**src/rtl/rs_pkg.sv**
```systemverilog
// Shared definitions for the complex-unit reservation station.
// Holds the packed entry field offsets, the data/tag widths and the
// writeback broadcast bundle type used by the station and its operand
// wakeup sub-module.
package rs_pkg;
  localparam int ENTRY_W = 114;
  localparam int DATA_W  = 32;
  localparam int TAG_W   = 4;

  localparam int MEMDATA_HI = 113;
  localparam int MEMDATA_LO = 82;
  localparam int ALUOP_HI   = 81;
  localparam int ALUOP_LO   = 76;
  localparam int MEMWRITE   = 75;
  localparam int MEMREAD    = 74;
  localparam int MEMTOREG   = 73;
  localparam int BRANCH     = 72;
  localparam int REGWRITE   = 71;
  localparam int OP2_HI     = 70;
  localparam int OP2_LO     = 39;
  localparam int OP2_RDY    = 38;
  localparam int OP1_HI     = 37;
  localparam int OP1_LO     = 6;
  localparam int OP1_RDY    = 5;
  localparam int RD_HI      = 4;
  localparam int RD_LO      = 0;

  // One writeback broadcast bus.
  typedef struct packed {
    logic              vld;
    logic [TAG_W-1:0]  tag;
    logic [DATA_W-1:0] data;
  } cdb_t;
endpackage

```
**src/rtl/rs_operand_wakeup.sv**
```systemverilog
// Operand wakeup for one source operand.
// A not-ready operand holds its producer tag in its low TAG_W bits; a
// matching broadcast replaces the value and marks it ready. cdb0 wins
// when both buses match. Ready operands pass through untouched.
// Ports:
//   i_val/i_rdy   current operand value and ready bit
//   i_cdb0/i_cdb1 writeback broadcast buses
//   o_val/o_rdy   operand after this cycle's wakeup
module rs_operand_wakeup
  import rs_pkg::*;
(
  input  logic [DATA_W-1:0] i_val,
  input  logic              i_rdy,
  input  cdb_t              i_cdb0,
  input  cdb_t              i_cdb1,
  output logic [DATA_W-1:0] o_val,
  output logic              o_rdy
);
  logic w_hit0, w_hit1;

  assign w_hit0 = !i_rdy && i_cdb0.vld && (i_cdb0.tag == i_val[TAG_W-1:0]);
  assign w_hit1 = !i_rdy && i_cdb1.vld && (i_cdb1.tag == i_val[TAG_W-1:0]);

  always_comb begin
    o_val = i_val;
    o_rdy = i_rdy;
    if (w_hit0) begin
      o_val = i_cdb0.data;
      o_rdy = 1'b1;
    end else if (w_hit1) begin
      o_val = i_cdb1.data;
      o_rdy = 1'b1;
    end
  end
endmodule

```
**src/rtl/rs_complex.sv**
```systemverilog
// Two-entry reservation station feeding the complex execution unit.
// Accepts one dispatch per cycle into the lowest free slot, wakes up
// waiting operands from two writeback buses, and presents both slots plus
// an age selector (index of the newer slot) to the consumer, which frees a
// slot by pulsing its issue bit.
// Ports:
//   clk, rst_n                    clock, async active-low reset
//   dispatch_valid/entry/rob_num  dispatch request
//   rs_full                       both slots occupied
//   cdb{0,1}_valid/tag/data       writeback broadcasts (cdb0 has priority)
//   flush                         drop everything, selector back to 0
//   complex_{0,1}_issue           slot consumed this cycle
//   rs_complex_{0,1}[_entry_num]  slot contents / ROB slot, zero when empty
//   selector                      index of the newer slot
// Optional feature macro RS_COMPLEX_PERF_EN adds saturating counters
// perf_issue_cnt (cycles with any issue) and perf_stall_cnt (cycles with
// dispatch_valid while full); flush does not touch them.
module rs_complex
  import rs_pkg::*;
(
  input  logic               clk,
  input  logic               rst_n,
  input  logic               dispatch_valid,
  input  logic [ENTRY_W-1:0] dispatch_entry,
  input  logic [TAG_W-1:0]   dispatch_rob_num,
  output logic               rs_full,
  input  logic               cdb0_valid,
  input  logic [TAG_W-1:0]   cdb0_tag,
  input  logic [DATA_W-1:0]  cdb0_data,
  input  logic               cdb1_valid,
  input  logic [TAG_W-1:0]   cdb1_tag,
  input  logic [DATA_W-1:0]  cdb1_data,
  input  logic               flush,
  input  logic               complex_0_issue,
  input  logic               complex_1_issue,
  output logic [ENTRY_W-1:0] rs_complex_0,
  output logic [ENTRY_W-1:0] rs_complex_1,
  output logic [TAG_W-1:0]   rs_complex_0_entry_num,
  output logic [TAG_W-1:0]   rs_complex_1_entry_num,
  output logic               selector
`ifdef RS_COMPLEX_PERF_EN
  ,output logic [15:0]       perf_issue_cnt,
  output logic [15:0]        perf_stall_cnt
`endif
);
  logic [1:0]              r_vld;
  logic [1:0][ENTRY_W-1:0] r_ent;
  logic [1:0][TAG_W-1:0]   r_rob;
  logic                    r_sel;

  cdb_t                    w_cdb0, w_cdb1;
  logic [1:0]              w_tgt, w_iss;
  logic                    w_full, w_dsp;
  logic [1:0][ENTRY_W-1:0] w_base, w_nxt;
  logic [1:0][DATA_W-1:0]  w_op1, w_op2;
  logic [1:0]              w_op1r, w_op2r;

  assign w_cdb0 = {cdb0_valid, cdb0_tag, cdb0_data};
  assign w_cdb1 = {cdb1_valid, cdb1_tag, cdb1_data};
  assign w_iss  = {complex_1_issue, complex_0_issue};

  // Fullness and target slot come from start-of-cycle occupancy only, so a
  // slot freed by this cycle's issue is not reused until the next cycle.
  assign w_full   = &r_vld;
  assign w_dsp    = dispatch_valid & ~w_full;
  assign w_tgt[0] = ~r_vld[0];
  assign w_tgt[1] = r_vld[0] & ~r_vld[1];

  // Each slot's wakeup logic sees either the stored entry or, when the slot
  // is this cycle's dispatch target (and therefore empty), the incoming
  // entry -- which gives the dispatch-cycle broadcast bypass for free.
  for (genvar g = 0; g < 2; g++) begin : g_slot
    assign w_base[g] = (w_dsp && w_tgt[g]) ? dispatch_entry : r_ent[g];

    rs_operand_wakeup u_wk_op1 (
      .i_val (w_base[g][OP1_HI:OP1_LO]),
      .i_rdy (w_base[g][OP1_RDY]),
      .i_cdb0(w_cdb0),
      .i_cdb1(w_cdb1),
      .o_val (w_op1[g]),
      .o_rdy (w_op1r[g])
    );

    rs_operand_wakeup u_wk_op2 (
      .i_val (w_base[g][OP2_HI:OP2_LO]),
      .i_rdy (w_base[g][OP2_RDY]),
      .i_cdb0(w_cdb0),
      .i_cdb1(w_cdb1),
      .o_val (w_op2[g]),
      .o_rdy (w_op2r[g])
    );

    assign w_nxt[g] = {w_base[g][ENTRY_W-1:REGWRITE], w_op2[g], w_op2r[g],
                       w_op1[g], w_op1r[g], w_base[g][RD_HI:RD_LO]};
  end

  // Empty slots are kept all-zero so the outputs need no masking.
  always_ff @(posedge clk or negedge rst_n) begin
    if (!rst_n) begin
      r_vld <= '0;
      r_ent <= '0;
      r_rob <= '0;
      r_sel <= 1'b0;
    end else if (flush) begin
      r_vld <= '0;
      r_ent <= '0;
      r_rob <= '0;
      r_sel <= 1'b0;
    end else begin
      for (int i = 0; i < 2; i++) begin
        if (w_dsp && w_tgt[i]) begin
          r_vld[i] <= 1'b1;
          r_ent[i] <= w_nxt[i];
          r_rob[i] <= dispatch_rob_num;
        end else if (w_iss[i]) begin
          r_vld[i] <= 1'b0;
          r_ent[i] <= '0;
          r_rob[i] <= '0;
        end else if (r_vld[i]) begin
          r_ent[i] <= w_nxt[i];
        end
      end
      if (w_dsp) r_sel <= w_tgt[1];
    end
  end

  assign rs_full                = w_full;
  assign rs_complex_0           = r_ent[0];
  assign rs_complex_1           = r_ent[1];
  assign rs_complex_0_entry_num = r_rob[0];
  assign rs_complex_1_entry_num = r_rob[1];
  assign selector               = r_sel;

`ifdef RS_COMPLEX_PERF_EN
  always_ff @(posedge clk or negedge rst_n) begin
    if (!rst_n) begin
      perf_issue_cnt <= '0;
      perf_stall_cnt <= '0;
    end else begin
      if ((|w_iss) && (perf_issue_cnt != 16'hFFFF))
        perf_issue_cnt <= perf_issue_cnt + 16'd1;
      if (dispatch_valid && w_full && (perf_stall_cnt != 16'hFFFF))
        perf_stall_cnt <= perf_stall_cnt + 16'd1;
    end
  end
`endif
endmodule

```
**config.mk**
```make
export PLATFORM = sky130hd
export DESIGN_NAME = rs_complex
export DESIGN_NICKNAME = d
export VERILOG_FILES = /design/src/rtl/rs_pkg.sv /design/src/rtl/rs_operand_wakeup.sv /design/src/rtl/rs_complex.sv
export SDC_FILE = /design/constraint.sdc
export NUM_CORES = 1
export LEC_CHECK = 0
export CORE_UTILIZATION = 47
export DETAILED_ROUTE_END_ITERATION = 8
export MAX_ROUTING_LAYER = met4
export PLACE_DENSITY = 0.82
export SLEW_MARGIN = 15
export SYNTH_ARGS = -nofsm -noshare
export SYNTH_HDL_FRONTEND = slang
export SYNTH_SLANG_ARGS = --single-unit
```
**constraint.sdc**
```tcl
create_clock -name clk -period 3.5 [get_ports clk]
set_clock_uncertainty 0.05 [all_clocks]
set_input_delay 0.7 -clock clk [delete_from_list [all_inputs] [get_ports clk]]
set_output_delay 0.7 -clock clk [all_outputs]
set_load 0.1 [all_outputs]
```
**Word level (Yosys, flattened, before mapping)**

Cells that the tools add are included.

- Bits in registers: 239
- Output and inout port bits: 238
- Logic and storage cells: 85

- Equal/unequal tests: 8
- Multiplexer cells: 37
- Bitwise logic cells: 5
- Reduce and logical (&&, ||, !) cells: 28

Operators by type and width:

| operator | number |
|---|---|
| $mux W114 | 8 |
| $mux W32 | 8 |
| $mux W228 | 1 |
| $eq A4 B4 Y1 | 8 |
| $logic_and A1 B1 Y1 | 18 |
| $mux W4 | 4 |
| $mux W1 | 14 |
| $mux W8 | 1 |
| $reduce_bool A4 Y1 | 2 |
| $reduce_bool A3 Y1 | 2 |
| $logic_not A1 Y1 | 4 |
| $not A1 Y1 | 3 |
| $and A1 B1 Y1 | 2 |
| $mux W2 | 1 |
| $reduce_and A2 Y1 | 1 |
| $reduce_bool A2 Y1 | 1 |

**Logic depth before layout (Yosys ltp)**

- Word-level depth: 14
- Gate-level depth with buffers: 10

**By module**

A second synthesis with hierarchy kept.

- Cell total of the unflattened synthesis: 1,896
- Area, all modules: 14,732.9 um^2

By module, submodules not included:

| module | times used | cells an instance | area an instance (um^2) | sequential area each (um^2) |
|---|---|---|---|---|
| rs_complex | 1 | 1,192 | 10,679.0 | 5,980.7 |
| rs_operand_wakeup | 4 | 176 | 1,013.5 | 0.0 |

**Least setup slack after synthesis**

No wires, ideal clock.

- Path type: register -> register
- Start: register r_ent, in the netlist rs_complex_0[41]
- End: register r_ent, in the netlist rs_complex_0[41]
- Setup time: 125 ps
- Arrival time: 2,648 ps
- Path slack: 677 ps
- Stages on the path, launching flop included: 9
- Period minus slack after synthesis: 2,823 ps
- Path through: dfrtp_1 > mux2i_1 > xnor2_1 > or4_1 > clkbuf_1 > or2_1 > buf_2 > o2111ai_1 > nand2_1

- Word-level cells in the longest chain between the ends: 9
- Elaborated cells between the ends (all ways): 11

Ends and longest elaborated chain:

| element | line | RTL |
|---|---|---|
| start, declared | rs_complex.sv:47 | `logic [1:0][ENTRY_W-1:0] r_ent;` |
| start signal, assigned by index | rs_complex.sv:113 | `r_ent[i] <= w_nxt[i];` |
| start signal, assigned by index | rs_complex.sv:120 | `r_ent[i] <= w_nxt[i];` |
| $mux W114 * | rs_complex.sv:73 | `assign w_base[g] = (w_dsp && w_tgt[g]) ? dispatch_entry : r_ent[g];` |
| $eq A4 B4 Y1 | rs_operand_wakeup.sv:22 | `assign w_hit1 = !i_rdy && i_cdb1.vld && (i_cdb1.tag == i_val[TAG_W-1:0]);` |
| $logic_and A1 B1 Y1 | rs_operand_wakeup.sv:22 |  |
| $mux W32 | rs_operand_wakeup.sv:30 | `end else if (w_hit1) begin` |
| $mux W32 * | rs_operand_wakeup.sv:27 | `if (w_hit0) begin` |
| $mux W114 | rs_complex.sv:119 | `end else if (r_vld[i]) begin` |
| $mux W114 | rs_complex.sv:115 | `end else if (w_iss[i]) begin` |
| $mux W114 * | rs_complex.sv:111 | `if (w_dsp && w_tgt[i]) begin` |
| $mux W228 * | rs_complex.sv:104 | `end else if (flush) begin` |

Every way passes the cells marked *; elsewhere a longest branch is shown, timed or not. The select of a mux whose other input is x is not followed.
A chain may end at the register's enable or synchronous reset.

**Worst setup path after layout**

- Start: input dispatch_valid
- End: register r_ent, in the netlist rs_complex_1[33]

- Word-level cells in the longest chain between the ends: 12
- Elaborated cells between the ends (all ways): 17

Ends and longest elaborated chain:

| element | line | RTL |
|---|---|---|
| start, declared | rs_complex.sv:23 | `input logic dispatch_valid,` |
| $and A1 B1 Y1 * | rs_complex.sv:65 | `assign w_dsp = dispatch_valid & ~w_full;` |
| $logic_and A1 B1 Y1 * | rs_complex.sv:73, rs_complex.sv:111 |  |
| branches (longest 10 deep; another with $mux W228) | - |  |

Every way passes the cells marked *. The select of a mux whose other input is x is not followed.

==> impl_metrics.json <==
{
  "status": "finished clean",
  "first_pass_grt_wire_length_um": 84200,
  "cpPeakStageDelay_ns": 0.56,
  "synth_sequential_area_ratio_pct": 45.7,
  "worst-path-stages": 9,
  "area_growth_pct": 42.1,
  "netlist.top_cell.by_area": "sky130_fd_sc_hd__dfrtp_1",
  "numCtsBuffers": 27,
  "yosysTopAreaCellShare_pct": 45.7,
  "die_area_sq_um": 28500,
  "worstMarginPinSlew_ns": 1.17,
  "clockBufferDepth": 3,
  "post_synth_instance_area_sq_um": 13100,
  "max_cap_violations": 0,
  "stdcell_count": 2296,
  "wire_per_inst_um": 24.2,
  "placement_rows": 60,
  "io-pin-count": 436,
  "fraction_of_registers_with_async_set_reset_pct": 100,
  "grt_remaining_overflow": 0,
  "clk-insertion-delay-late_ns": 0.54,
  "synth_seq_cells": 239,
  "post_synthesis_cell_type_count": 44,
  "synthFlopType": "sky130_fd_sc_hd__dfrtp_1",
  "path_class": "input pin to flip-flop",
  "wirelength_um": 55500,
  "filler_cell_count": 2196,
  "core_area_sq_um": 27200,
  "report.power.total_mw": 8.54,
  "clock-root-buffer": "sky130_fd_sc_hd__clkbuf_16",
  "grt_antenna_before_repair": 2,
  "post-route-period-util_pct": 85.7,
  "place.gp.congestion": 0.954,
  "detail_route.iter0.violations": 1983,
  "dp.final_hpwl_um": 36100,
  "post_cts_resize_count": 0,
  "postCtsHoldBufs": 0,
  "worst-path-buf-inv": 2,
  "synth.net_count": 1721,
  "timing.slew.headroom_pct": 21.9,
  "tritoncts": "yes",
  "leading_cell_types_by_total_area_after_synthesis": "sky130_fd_sc_hd__dfrtp_1 (46%), sky130_fd_sc_hd__nand2_1 (7.8%), sky130_fd_sc_hd__nor2_1 (5.2%)",
  "floorplan.die.width_um": 169,
  "worst_ir_drop_vdd_v": 0.000396,
  "number_of_flops_mapped_to_enable_cells_by_yosys": 0,
  "cts.repair_timing.setup_buffer_count": 0,
  "drcViolationCount": 0,
  "grt_setup_unrepaired": "no",
  "dpl.cell_count": 2245,
  "grt.total_usage_pct": 39.2,
  "synthesis.instances": 1523,
  "drt-vias-per-instance": 6.37,
  "hold_violations": 0,
  "dieHeight_um": 169,
  "fmaxAchievable_mhz": 333,
  "synth_top_cells_by_count": "sky130_fd_sc_hd__nand2_1 (273), sky130_fd_sc_hd__dfrtp_1 (239), sky130_fd_sc_hd__nor2_1 (181)",
  "synth.avg_cell_area_sq_um": 8.60,
  "timing.critical_path.cells": "clkdlybuf4s50_1 > and3b_4 > mux2i_2 > xnor2_1 > or4_4 > buf_12 > nor2_1 > a311oi_1 > a221o_1",
  "setup_viol": 0,
  "critical_path.top_delay_family": "simple AND/OR/NAND/NOR gates",
  "portBuffers": 435,
  "dpl_worst_slack_ns": -0.00475,
  "endpoint_kind": "flip-flop",
  "worst_ep_required_time_ns": 3.88,
  "critPathLaunchType": "input pin",
  "finalHoldWorstSlack_ns": 0.0153,
  "final_max_tran_viols": 0,
  "ctsHtreeMaxLevel": 1,
  "worst_hold_path_type": "input pin to asynchronous set/reset pin",
  "power_leakage_nw": 7.87,
  "ys.warnings.count": 0,
  "drt_pre_antenna_iters": 8,
  "start_util_pct": 48.2,
  "worst-r2r-cell-count": 8,
  "critical_path.max_fanout": 51,
  "grt_start_max_net_pins": 96,
  "post-route-worst-setup-slack_ns": 0.499,
  "clk_pin_slew_worst_paths_ns": 0.06,
  "nets": 2100,
  "cts_num_sinks": 239,
  "drive_above_1_share_pct": 15.0,
  "first_global_vias": 14300,
  "finalCoreUtilization_pct": 68.5,
  "drtAntennaViolNets": 0,
  "power_per_cell_area_nw_per_um2": 459,
  "critPathArrivalTime_ns": 3.38,
  "min_period_ns": 3.00,
  "synth_most_common_cell": "sky130_fd_sc_hd__nand2_1",
  "detailroute.via_count": 14600,
  "timing.critical_path.slowest_stage_cell": "sky130_fd_sc_hd__clkdlybuf4s50_1"
}
==> through the flow <==
step	area, sq um	TNS [ns]
4_1_cts	18600	0
3_5_place_dp	17700	-0.00902
3_3_place_gp	17700	0
6_report	18600	0
2_1_floorplan	13100	0
5_1_grt	18600	0
==> cell type report <==
class	count	area (sq um)	area share (%)
clock buffers	36	759	4.08
repair buffers	504	4740	25.5
multi-input cells	1128	6470	34.8
flip-flops and latches	239	5980	32.1
diodes	2	5.00	0.0269
well taps	372	465	2.50
clock inverters	13	178	0.955
inverters	2	7.51	0.0403
==> placed cells by master (no fill, tap or decap), types with 3 or more instances in the layout <==
cell type                         synthesis  layout
sky130_fd_sc_hd__clkdlybuf4s50_1          0     282
sky130_fd_sc_hd__or4_1                    5       5
sky130_fd_sc_hd__a211oi_1                 8       8
sky130_fd_sc_hd__a22o_1                   4       4
sky130_fd_sc_hd__buf_4                    2     200
sky130_fd_sc_hd__xor2_1                   8       8
sky130_fd_sc_hd__o21ai_0                 21      21
sky130_fd_sc_hd__mux2i_2                  8       8
sky130_fd_sc_hd__buf_12                   0      20
sky130_fd_sc_hd__and3_1                  31      31
sky130_fd_sc_hd__nand3b_1                57      57
sky130_fd_sc_hd__a21oi_1                106     105
sky130_fd_sc_hd__and2_1                   3       3
sky130_fd_sc_hd__o22ai_1                 56      56
sky130_fd_sc_hd__a311oi_1                56      56
sky130_fd_sc_hd__o21ai_1                111     111
sky130_fd_sc_hd__a22oi_1                 58      58
sky130_fd_sc_hd__dfrtp_1                239     239
sky130_fd_sc_hd__clkinv_2                 0       5
sky130_fd_sc_hd__bufinv_16                0       4
sky130_fd_sc_hd__mux2i_1                 14      14
sky130_fd_sc_hd__a32oi_1                  4       4
sky130_fd_sc_hd__clkbuf_1               111       4
sky130_fd_sc_hd__xnor2_1                 26      24
sky130_fd_sc_hd__clkbuf_16                0      27
sky130_fd_sc_hd__clkbuf_8                 0       5
sky130_fd_sc_hd__nand3_1                  6       6
sky130_fd_sc_hd__nor2_1                 181     179
sky130_fd_sc_hd__a221o_1                 64      64
sky130_fd_sc_hd__nand2_1                273     273
sky130_fd_sc_hd__nor3_1                   5       5
==> state kept, by name, summed over array words and instances, names as in the netlist <==
register and cells:
rs_complex_0_entry_num 4, rs_complex_1 114, r_vld 2, rs_complex_1_entry_num 4, rs_complex_0 114, selector 1
==> kinds of logic after synthesis <==
kind of cell | synth area share (%)
simple gates | 19.6
mux | 1.91
flops | 45.7
compound gates | 25.2
buf+inv | 5.40
xor+xnor | 2.27
==> worst reg2reg max path: cells and delay by family, from the launching register on <==
family,cells,cell delay [ns]
and+or+nand+nor,5,1.46
DFF,1,0.49
muxes,1,0.33
AOI/OAI and AO/OA,1,0.22
buffers and inverters,1,0.23
==> report_power, final <==
group / leakage [nW] / internal, mW / total [mW] / switching [mW]
Clock: 0.459 / 1.82 / 3.03 / 1.22
Combinational: 4.14 / 0.705 / 2.50 / 1.80
Sequential: 3.28 / 2.89 / 3.00 / 0.115
==> metal layers <==
| metal | routed length, um | track usage [%] | share of wire, % | vias to the layer above |
|---|---|---|---|---|
| met5 | 0 | - | 0 | - |
| met4 | 3020 | 19.1 | 5.4 | 0 |
| met3 | 6070 | 7.81 | 11 | 253 |
| met2 | 25200 | 59.0 | 45 | 1093 |
| met1 | 21200 | 50.7 | 38 | 7022 |
| li1 | - | - | - | 6264 |
==> worst paths after layout <==
kind / startpoint / to / slack [ns]
max: dispatch_valid / rs_complex_1[33] / 0.50
min: rst_n / rs_complex_0[24] / 0.02
max reg2reg: r_vld[0] / rs_complex_0[41] / 0.62
min reg2reg: rs_complex_0[79] / rs_complex_0[79] / 0.47
max in group asynchronous: rst_n / rs_complex_1[91] / 2.44
min in group clk: rs_complex_0[79] / rs_complex_0[79] / 0.47
(Power assumes the default switching activity.)
